`src/rtl/cpu_bus_responder.sv`:
```
// Memory-side responder for the cpu_4bit multiplexed bus: address latch, 128x4 nibble RAM,
// registered read path, and a memory-mapped output port / input status nibble.
module cpu_bus_responder #(
  parameter int                ADDR_W      = 7,
  parameter logic [ADDR_W-1:0] PORT_ADDR   = 7'h7F,
  parameter logic [ADDR_W-1:0] STATUS_ADDR = 7'h7E
) (
  input  logic       clk,
  input  logic       rst,
  input  logic [7:0] bus_out,
  input  logic [3:0] ext_in,
  output logic [3:0] rd_data,
  output logic [3:0] port_out,
  output logic       port_strobe,
  output logic [7:0] wr_count
);

  localparam int DEPTH = 1 << ADDR_W;

  typedef enum logic {IDLE, WR} state_t;

  logic [3:0] mem [DEPTH];

  state_t            state_q, state_d;
  logic [ADDR_W-1:0] addr_q, addr_d;
  logic [3:0]        wdata_q, wdata_d;
  logic [3:0]        rd_data_q, rd_data_d;
  logic [3:0]        port_out_q, port_out_d;
  logic              port_strobe_q, port_strobe_d;
  logic [7:0]        wr_count_q, wr_count_d;
  logic              mem_we;

  logic addr_phase;
  logic n_we;
  logic unused_nds;

  assign addr_phase = bus_out[7];
  assign n_we       = bus_out[5];
  assign unused_nds = bus_out[4];

  always_comb begin
    state_d       = state_q;
    addr_d        = addr_q;
    wdata_d       = wdata_q;
    port_out_d    = port_out_q;
    port_strobe_d = 1'b0;
    wr_count_d    = wr_count_q;
    mem_we        = 1'b0;

    if (addr_phase) begin
      addr_d = bus_out[ADDR_W-1:0];
    end

    case (state_q)
      IDLE: begin
        if (!addr_phase && !n_we) begin
          state_d = WR;
          wdata_d = bus_out[3:0];
        end
      end
      WR: begin
        if (n_we || addr_phase) begin
          // Commit goes to the address held before this edge, even if a new one is arriving.
          state_d = IDLE;
          if (addr_q == PORT_ADDR) begin
            port_out_d    = wdata_q;
            port_strobe_d = 1'b1;
            wr_count_d    = wr_count_q + 8'd1;
          end else if (addr_q != STATUS_ADDR) begin
            mem_we     = 1'b1;
            wr_count_d = wr_count_q + 8'd1;
          end
        end else begin
          wdata_d = bus_out[3:0];
        end
      end
      default: state_d = IDLE;
    endcase

    if (addr_q == STATUS_ADDR) begin
      rd_data_d = ext_in;
    end else if (addr_q == PORT_ADDR) begin
      rd_data_d = port_out_q;
    end else begin
      rd_data_d = mem[addr_q];
    end
  end

  always_ff @(posedge clk or negedge rst) begin
    if (!rst) begin
      state_q       <= IDLE;
      addr_q        <= '0;
      wdata_q       <= '0;
      rd_data_q     <= '0;
      port_out_q    <= '0;
      port_strobe_q <= 1'b0;
      wr_count_q    <= '0;
    end else begin
      state_q       <= state_d;
      addr_q        <= addr_d;
      wdata_q       <= wdata_d;
      rd_data_q     <= rd_data_d;
      port_out_q    <= port_out_d;
      port_strobe_q <= port_strobe_d;
      wr_count_q    <= wr_count_d;
    end
  end

  // RAM contents survive reset, so the array has no reset branch.
  always_ff @(posedge clk) begin
    if (mem_we) begin
      mem[addr_q] <= wdata_q;
    end
  end

  assign rd_data     = rd_data_q;
  assign port_out    = port_out_q;
  assign port_strobe = port_strobe_q;
  assign wr_count    = wr_count_q;

endmodule
```
`config.mk`:
```
export PLATFORM = sky130hd
export DESIGN_NAME = cpu_bus_responder
export DESIGN_NICKNAME = d
export VERILOG_FILES = /design/src/rtl/cpu_bus_responder.sv
export SDC_FILE = /design/constraint.sdc
export NUM_CORES = 1
export LEC_CHECK = 0
export ABC_AREA = 1
export ABC_CLOCK_PERIOD_IN_PS = 2900
export BUFFER_PORTS_ARGS = -buffer_cell sky130_fd_sc_hd__buf_4
export CAP_MARGIN = 25
export CORE_MARGIN = 10
export CORE_UTILIZATION = 25
export CTS_BUF_LIST = sky130_fd_sc_hd__clkbuf_8 sky130_fd_sc_hd__clkbuf_16
export CTS_CLUSTER_DIAMETER = 100
export DETAILED_ROUTE_END_ITERATION = 8
export PLACE_DENSITY = 0.45
export SLEW_MARGIN = 40
export SYNTH_ARGS = -nofsm -noshare
export SYNTH_HDL_FRONTEND = slang
export SYNTH_SLANG_ARGS = --single-unit
```
`constraint.sdc`:
```
create_clock -name clk -period 2.9 [get_ports clk]
set_input_delay 0 -clock clk [delete_from_list [all_inputs] [get_ports clk]]
set_output_delay 0 -clock clk [all_outputs]
set_load 0.03 [all_outputs]
```
# Yosys cells after proc, flatten, opt, wreduce, memory -nomap -nowiden
# Memory sizes are Yosys's and may differ from the RTL's.
# Cells that the tools add are included.
# Widths: inputs -> output; s select.
dict set report classes {
  addsub 1
  reduce_logical 8
  n_eq_ne 5
  bitwise_logic 1
  muxes 19
}
# op n
set ops {}
lappend ops {{$mux 4} 4}
lappend ops {{$mux 8} 2}
lappend ops {{$eq 7x7->1 const B} 2}
lappend ops {{$mux 1} 11}
lappend ops {{$add 8x1->8 const B} 1}
lappend ops {{$pmux 4 s2} 1}
lappend ops {{$ne 7x7->1 const B} 1}
lappend ops {{$reduce_and 3->1} 2}
lappend ops {{$ne 2x2->1 const B} 2}
lappend ops {{$logic_not 1->1} 2}
lappend ops {{$pmux 1 s2} 1}
lappend ops {{$reduce_and 2->1} 1}
lappend ops {{$reduce_bool 2->1} 1}
lappend ops {{$logic_and 1x1->1} 1}
lappend ops {{$logic_or 1x1->1} 1}
lappend ops {{$not 1->1} 1}
dict set report totals {
  ff_bits 29
  memories 1
  word_cells 42
  ram_bits 512
  inputBits 14
  out_inout_bits 17
}
# name words width read_ports rd_clocked_by_memory_dff wr line_no
set memory_table {}
lappend memory_table {mem 128 4 1 0 1 22} ;# logic [3:0] mem [DEPTH];

# Longest topological paths before layout
# Gate-level depths: netlist of run 1.
dict set report depth {
  ltp_word 7
  ltp_mapped 17
  depth_no_buf 15
}

# Worst setup path before layout of run 1
# Ideal clock, no wire load.
dict set report synth_path {
  path_type {register to register}
  from {register wdata_q[0]}
  to {memory mem[0][0], data pin}
  path_buffers 0
  required_time_ns 2.397
  stages_incl_launch_ff 1
  synth_period_minus_slack_ns 2.246
  t_arrival_ns 1.743
  slack_ns 0.654
  setup_time_ns 0.503
  cell_sequence {dfrtp_1}
}
# element line_no
set synth_lines {}
lappend synth_lines {{from (decl)} 26} ;# logic [3:0] wdata_q, wdata_d;
lappend synth_lines {{from (signal assigned)} 101} ;# wdata_q <= wdata_d;
lappend synth_lines {{to (decl)} 22}
# No word-level cell before the write port.

# Final worst setup path of run 1
dict set report layout_path {
  from {register addr_q[0]}
  to {register rd_data_q[3] (netlist: rd_data[3])}
}
dict set report layout_via {
  elab_chain_len 3
  elab_cells_between_ends 5
  classes_between {2 x eq/ne; 2 x mux; 1 x memory}
}
# element line_no
set layout_rtl {}
lappend layout_rtl {{from (decl)} 25} ;# logic [ADDR_W-1:0] addr_q, addr_d;
lappend layout_rtl {{from (signal assigned)} 100} ;# addr_q <= addr_d;
lappend layout_rtl {{$mem_v2 128x4 or $eq 7x7->1 (tied branches)} n/a}
lappend layout_rtl {{$mux 4} 82} ;# end else if (addr_q == PORT_ADDR) begin
lappend layout_rtl {{$mux 4 (*)} 80} ;# if (addr_q == STATUS_ADDR) begin
lappend layout_rtl {{via rd_data_d[3]} 27} ;# logic [3:0] rd_data_q, rd_data_d;
lappend layout_rtl {{to (signal assigned)} 102} ;# rd_data_q <= rd_data_d;
lappend layout_rtl {{to (decl)} 27}
# Mark *: on every way through the listed nets, which the timed path passes. The rest lies on a longest branch.
# A chain may end at the register's enable or synchronous reset.

==> flow_metrics.py, run 1 <==
metrics = {
    "run_status": {
        "outcome": "completed",
    },
    "synth": {
        "synth.mux.area_fraction_pct": 0.08569,
        "ys_ff_latch": 541,
        "synth.yosys.seq_area_share_pct": 68.92,
        "ys_warn_count": 0,
        "synth_top_area_share_pct": 65.81,
        "synthXorXnorAreaFrac_pct": 0.2624,
        "synth_area_per_cell_um2": 10.07,
        "netlist_area_um2": 23360,
        "synth_largest_area_cell": "edfxtp_1",
        "synth_area_leaders": "edfxtp_1 66%, nand2_1 17%, nor2_1 3.2%",
        "synth_compound_area_share_pct": 2.630,
        "netlist_instances": 2320,
        "synth_top_family_by_area": "simple AND/OR/NAND/NOR gates",
        "synth-simple-area-share_pct": 22.85,
        "synthAdderAreaFrac_pct": 0.05356,
        "synth_cell_types": 30,
    },
    "routing": {
        "ant_nets": 0,
        "num_vias": 16120,
        "drt-total-wl_mm": 67.87,
        "drc": 0,
        "first_pass_iters": 5,
        "wire_per_inst_um": 18.34,
        "vias_per_cell": 4.357,
        "drt_iter0_markers": 1100,
    },
    "cts": {
        "cts.htree.levels": 2,
        "cts_buffer_depth": 3,
        "cts_buffers": 58,
        "clkSinkCount": 541,
        "path_clk_slew_ns": 0.06,
        "cts_tree": "done",
        "cts_root_buf": "clkbuf_16",
        "insertion_delay_ns": 0.63,
    },
    "floorplanning": {
        "fp.dieH_um": 325.7,
        "initial_utilization_pct": 25.11,
        "num_rows": 112,
        "coreArea_um2": 93050,
        "io_pins": 31,
        "dieArea_um2": 106100,
        "fp.dieW_um": 325.7,
    },
    "sta": {
        "worst_slack_ns": 0.1627,
        "slew-limit-headroom_pct": 47.58,
        "fmaxAchievable_mhz": 365.3,
        "setup_viol": 0,
        "fin_crit_sh_pct": 94.39,
        "final.setup_skew_ns": 0.02697,
        "fin_crit_ns": 2.737,
        "hold_viol_final": 0,
        "rsz0062_at_grt": "no",
        "slew_viol_final": 0,
        "worst_slew_pin_slew_ns": 0.7863,
    },
    "global_route": {
        "grt-ovfl-total": 0,
        "grt_usage_pct": 12.46,
        "antenna_found_initial": 0,
        "grt_pass1_vias": 16510,
        "grt_pass1_wl_mm": 101.8,
        "grt_max_degree": 116,
    },
    "final_layout": {
        "nNetsFinal": 2411,
        "area_growth_pct": 18.05,
        "drive_above_1_share_pct": 9.076,
        "fin_area_um2": 27580,
        "regArea_um2": 16120,
        "diodes": 0,
        "multi_input_area_um2": 6078,
        "fillerInstances": 9753,
    },
    "worst_hold_path": {
        "hold_path.class": "in -> reg",
        "min_to": "rd_data[1]",
        "min_path_cells": 4,
        "min_from": "ext_in[1]",
    },
    "worst_setup_path": {
        "worstPathRequired_ns": 3.41,
        "worst-setup-path-type": "reg -> reg",
        "worstPathArrival_ns": 3.25,
        "r2r-end": "rd_data[3]",
        "crit_fanout": 14,
        "start_kind": "flop",
        "rrSetupSlack_ns": 0.16,
        "r2r_start": "addr_q[0]",
        "critPathLaunch": "addr_q[0]",
        "worstSetupEndpointType": "flop",
        "r2r_cells": 14,
    },
    "power": {
        "power.total_w": 0.01865,
        "ir_drop_mv": 0.4638,
        "p_leak_nw": 11.14,
        "p_per_area_nw_per_um2": 676.3,
    },
    "placement": {
        "routabilityCongestion": 0.8134,
        "dp_slack_ns": -0.008782,
        "io_buffers": 30,
        "dpl.hpwl_mm": 41.32,
        "postPlaceCellArea_um2": 25370,
    },
    "run": {
        "cap_violations": 0,
    },
}
-- stage by stage --
stage               util (%)  hold WS (ns)  cells  setup TNS [ns]
finish                 29.64        0.1260   3700               0
global route           29.64        0.1403   3700               0
CTS                    29.61       0.09896   3699               0
detailed placement     27.27      -0.02643   3564       -0.008782
global placement       27.27      -0.03636   3564               0
floorplan                  -       -0.2956   2327               0
-- area by class of cell --
type,count,share of cell area [%]
clock buffers,62,5.503
clock inverters,48,1.461
inverters,181,2.500
multi-input cells,1496,22.04
flip-flops and latches,541,58.47
well taps,1254,5.689
repair buffers,118,4.337
-- placed cells by master, fill, tap and decap left out, types with 2 or more instances in the layout --
cell,instances
clkinvlp_4,3
nand2_1,1057
bufinv_16,6
o21ai_1,3
conb_1,8
or2_2,9
inv_2,2
buf_4,74
buf_12,20
clkinv_1,9
nand3_1,84
a21oi_1,43
mux2i_1,2
clkbuf_8,3
clkbuf_16,59
xor2_1,5
clkinv_2,23
nand4_4,3
edfxtp_1,512
clkinv_8,2
inv_1,182
nor2_1,197
xnor2_1,2
nand3_2,2
dfrtp_4,6
dlygate4sd3_1,24
o21ai_0,69
dfrtp_1,22
a22oi_1,2
-- state kept, by name, indices dropped and copies added, names as in the netlist --
signal	flops
state_q	1
wdata_q	4
wr_count	8
port_out	4
rd_data	4
mem	512
port_strobe	1
addr_q	7
-- how the worst max path moves through the flow --
stage / cells past startpoint / to / slack, ns
floorplan: 0 / mem[0][0] / 0.65
global placement: 13 / rd_data[1] / 0.02
finish: 14 / rd_data[3] / 0.16
CTS: 13 / rd_data[2] / 0.1
global route: 14 / rd_data[3] / 0.04
detailed placement: 13 / rd_data[1] / -0.009
-- cell families after synthesis --
family | Yosys count
AOI/OAI and AO/OA | 119
xor gates and xnor gates | 7
adders and majority gates | 1
buffers and inverters | 290
DFF | 541
muxes | 2
other | 1
and+or+nand+nor | 1359
-- synth_stat cells, drive strengths merged --
cell type	instances
conb	1
nand3	86
xor2	5
a22oi	2
xnor2	2
mux2i	2
nand4	4
ha	1
nor3	1
buf	77
edfxtp	512
inv	181
or2	9
o31ai	1
a21oi	43
o21ai	73
nand2	1059
dfrtp	29
nor2	200
clkbuf	32
-- what timing repair did --
action | CTS | global route
endpoints found under the setup margin | 1 | 3
endpoints found under the hold margin | 45 | 0
gates resized for setup | 1 | 3
hold buffers | 25 | 0
pin swaps | 0 | 0
buffers inserted | 0 | 1
-- worst max-delay path, cell delays in order (launching register included) --
cell	delay, ns
dfrtp_4	0.57
nand2_1	0.23
clkinvlp_4	0.15
buf_12	0.16
buf_4	0.21
nand2_1	0.09
nand2_1	0.05
o21ai_0	0.33
nand2_1	0.12
nand2_1	0.09
nand3_1	0.14
a21oi_1	0.18
nand3_1	0.09
nand2_1	0.12
nand2_1	0.06
-- report_power, final --
| part | leakage, nW | switching [W] | internal (W) |
|---|---|---|---|
| Clock | 0.984 | 0.00312 | 0.00430 |
| Combinational | 5.16 | 0.00157 | 0.000613 |
| Sequential | 5.00 | 0.000202 | 0.00884 |
| Total | 11.1 | 0.00489 | 0.0138 |
-- routing by layer --
| metal | GRT usage (%) | vias to the layer above | part of all wire [%] |
|---|---|---|---|
| li1 | - | 7653 | - |
| met2 | 21.10 | 363 | 48 |
| met1 | 16.11 | 7993 | 45 |
| met5 | 0 | - | 0 |
| met3 | 1.933 | 113 | 4.7 |
| met4 | 4.131 | 0 | 3.0 |
No activity file was read; power rests on OpenSTA's default activity.
==> run 2: changes to the inputs <==
ABC_AREA = not set   (was 1)
CORE_MARGIN = not set   (was 10)
GPL_ROUTABILITY_DRIVEN = 0   (was not set)
==> flow_metrics.py, run 2 <==
metrics = {
    "run_status": {
        "outcome": "completed",
    },
    "floorplanning": {
        "fp.dieW_um": 297.0,
        "fp.dieH_um": 297.0,
        "num_rows": 107,
        "dieArea_um2": 88220,
        "io_pins": 31,
        "coreArea_um2": 85680,
        "initial_utilization_pct": 25.39,
    },
    "power": {
        "clockPowerShare_pct": 40.2,
        "p_seq_share_pct": 48.0,
        "p_switching_w": 0.004742,
        "p_leak_nw": 8.988,
        "switching_share_pct": 25.02,
        "ir_drop_mv": 0.4540,
        "p_per_area_nw_per_um2": 704.0,
        "comb_power_share_pct": 11.8,
        "p_int_w": 0.01421,
    },
    "sta": {
        "worst_slew_pin_slew_ns": 0.8032,
        "slew-limit-headroom_pct": 45.89,
        "setup_viol": 0,
        "fmaxAchievable_mhz": 360.8,
        "fin_crit_ns": 2.771,
        "slew_viol_final": 0,
        "hold_slack_ns": 0.1768,
        "finalSetupTns_ns": 0,
        "final.setup_skew_ns": 0.01965,
        "fin_crit_sh_pct": 95.57,
        "hold_viol_final": 0,
        "rsz0062_at_grt": "no",
    },
    "synth": {
        "synth_area_leaders": "edfxtp_1 71%, mux2i_1 3.5%, dfrtp_1 3.3%",
        "synth_top_area_share_pct": 70.52,
        "synth_largest_area_cell": "edfxtp_1",
        "synthAdderAreaFrac_pct": 0.05750,
        "synthArstFlopShare_pct": 5.370,
        "synthXorXnorAreaFrac_pct": 0.2818,
        "synth.yosys.seq_area_share_pct": 73.86,
        "synth_common_cells": "511 x edfxtp_1, 177 x nor2_1, 76 x mux2i_1, 63 x nand2_1",
        "synth_compound_area_share_pct": 8.798,
        "ys_warn_count": 0,
        "netlist_instances": 1360,
        "synth_area_per_cell_um2": 16.00,
        "synth_most_common_cell": "edfxtp_1",
        "synth-main-ff-cell": "edfxtp_1",
        "synth_top_family_by_area": "multiplexers",
        "synth-simple-area-share_pct": 5.526,
        "synth_cell_types": 66,
        "synth_enable_flop_cells": 511,
        "synth.mux.area_fraction_pct": 9.086,
        "netlist_area_um2": 21760,
        "ys_ff_latch": 540,
    },
    "global_route": {
        "grt_pass1_vias": 13800,
        "grt-ovfl-total": 0,
        "grt_max_degree": 131,
        "antenna_found_initial": 0,
        "grt_usage_pct": 15.48,
        "grt_pass1_wl_mm": 99.57,
    },
    "worst_hold_path": {
        "hold_path.class": "in -> reg",
        "min_path_cells": 3,
        "min_from": "bus_out[0]",
    },
    "routing": {
        "drc": 0,
        "ant_nets": 0,
        "first_pass_iters": 7,
        "num_vias": 13300,
        "vias_per_cell": 4.791,
        "wire_per_inst_um": 24.85,
        "drt_iter0_markers": 1261,
        "drt-total-wl_mm": 68.95,
    },
    "cts": {
        "cts.htree.levels": 2,
        "path_clk_slew_ns": 0.06,
        "insertion_delay_ns": 0.63,
        "clkSinkCount": 540,
        "cts_buffer_depth": 3,
        "cts_tree": "done",
        "cts_buffers": 58,
        "cts_root_buf": "clkbuf_16",
    },
    "worst_setup_path": {
        "cpMostUsedCell": "buf_12",
        "critPathLaunch": "addr_q[2]",
        "start_kind": "flop",
        "r2r_start": "addr_q[2]",
        "slowest_delay_ns": 0.52,
        "cp_cell_sequence": "buf_12 > buf_12 > buf_12 > nor2b_1 > buf_4 > a22oi_1 > a21oi_1 > a211oi_1 > or4_1 > a31oi_2 > or3_1",
        "worstPathArrival_ns": 3.33,
        "crit_path_top_delay_cell": "dfrtp_4",
        "crit_fanout": 20,
        "worst-setup-path-type": "reg -> reg",
        "r2r_cells": 11,
        "worstPathRequired_ns": 3.46,
        "worstSetupEndpointType": "flop",
    },
    "final_layout": {
        "layout_commonest_cell": "edfxtp_1",
        "area_growth_pct": 23.73,
        "largest-register": "mem",
        "most-common-layout-cells": "511 x edfxtp_1, 194 x buf_4, 175 x nor2_1",
        "final_util_pct": 31.42,
        "largest_register_ffs": 511,
        "fin_area_um2": 26920,
        "drive_above_1_share_pct": 25.46,
        "nNetsFinal": 1596,
        "fin_cells": 2775,
    },
    "placement": {
        "dp.cells": 2641,
        "io_buffers": 30,
        "dpl.hpwl_mm": 46.05,
        "postPlaceCellArea_um2": 24660,
    },
    "run": {
        "cap_violations": 0,
    },
}
run 2: area by class of cell:
class | instances | area, um^2
antenna | 1 | 2.502
clock buffer | 58 | 1451
clock inverter | 51 | 513.0
fill | 8443 | 58760
inverter | 6 | 22.52
multi-input combinational | 735 | 5236
sequential | 540 | 16100
tap | 1144 | 1431
timing repair buffer | 240 | 2168
run 2: cells by family (layout without fill, tap and decap cells):
logic type | after synthesis | after routing
mux | 160 | 160
fa+ha+maj | 1 | 1
compound gates | 271 | 271
xor+xnor | 7 | 7
flops | 540 | 540
buf+inv | 91 | 355
simple gates | 289 | 289
other cells | 1 | 8
run 2: worst max-delay path, delay by kind of cell (launching register included):
family,cells,cell delay (ns)
AND/OR/NAND/NOR,3,0.79
buffers and inverters,4,0.70
AO/OA/AOI/OAI,4,0.66
flip-flops,1,0.52
run 2: power groups by stage:
| stage | logic, W | clock network, W | registers (W) |
|---|---|---|---|
| 3_5_place_dp | 0.00217 | 0 | 0.00927 |
| 2_1_floorplan | 0.000935 | 0 | 0.00937 |
| 6_report | 0.00224 | 0.00762 | 0.00909 |
| 4_1_cts | 0.00221 | 0.00779 | 0.00910 |
| 5_1_grt | 0.00236 | 0.00807 | 0.00911 |
| 3_3_place_gp | 0.00217 | 0 | 0.00926 |
run 2: routing by layer:
layer / global-route usage (%) / up-vias / wire (um)
li1: - / 5810 / -
met1: 20.91 / 6885 / 30230
met2: 24.72 / 498 / 32350
met3: 3.652 / 102 / 4798
met4: 4.369 / 0 / 1574
met5: 0 / - / 0
run 2: per-stage QoR:
step	power, W	worst slack, ns
2_1_floorplan	0.01030	0.4791
6_report	0.01895	0.1285
3_3_place_gp	0.01144	0.05106
5_1_grt	0.01954	0.01332
4_1_cts	0.01910	0.06310
3_5_place_dp	0.01144	0.08068
run 2: final timing paths:
path,to,slack [ns]
max reg2reg,rd_data[2],0.13
max,rd_data[2],0.13
min reg2reg,wr_count[7],0.47
min,wdata_q[0],0.18
min in group asynchronous,wr_count[3],0.42
max in group asynchronous,addr_q[1],2.25
run 2: what timing repair did:
action | in CTS | in global routing
endpoints found under the hold margin | 44 | 0
endpoints found under the setup margin | 0 | 3
hold buffers | 21 | 0
resized for setup | 0 | 7
buffers inserted | 0 | 3
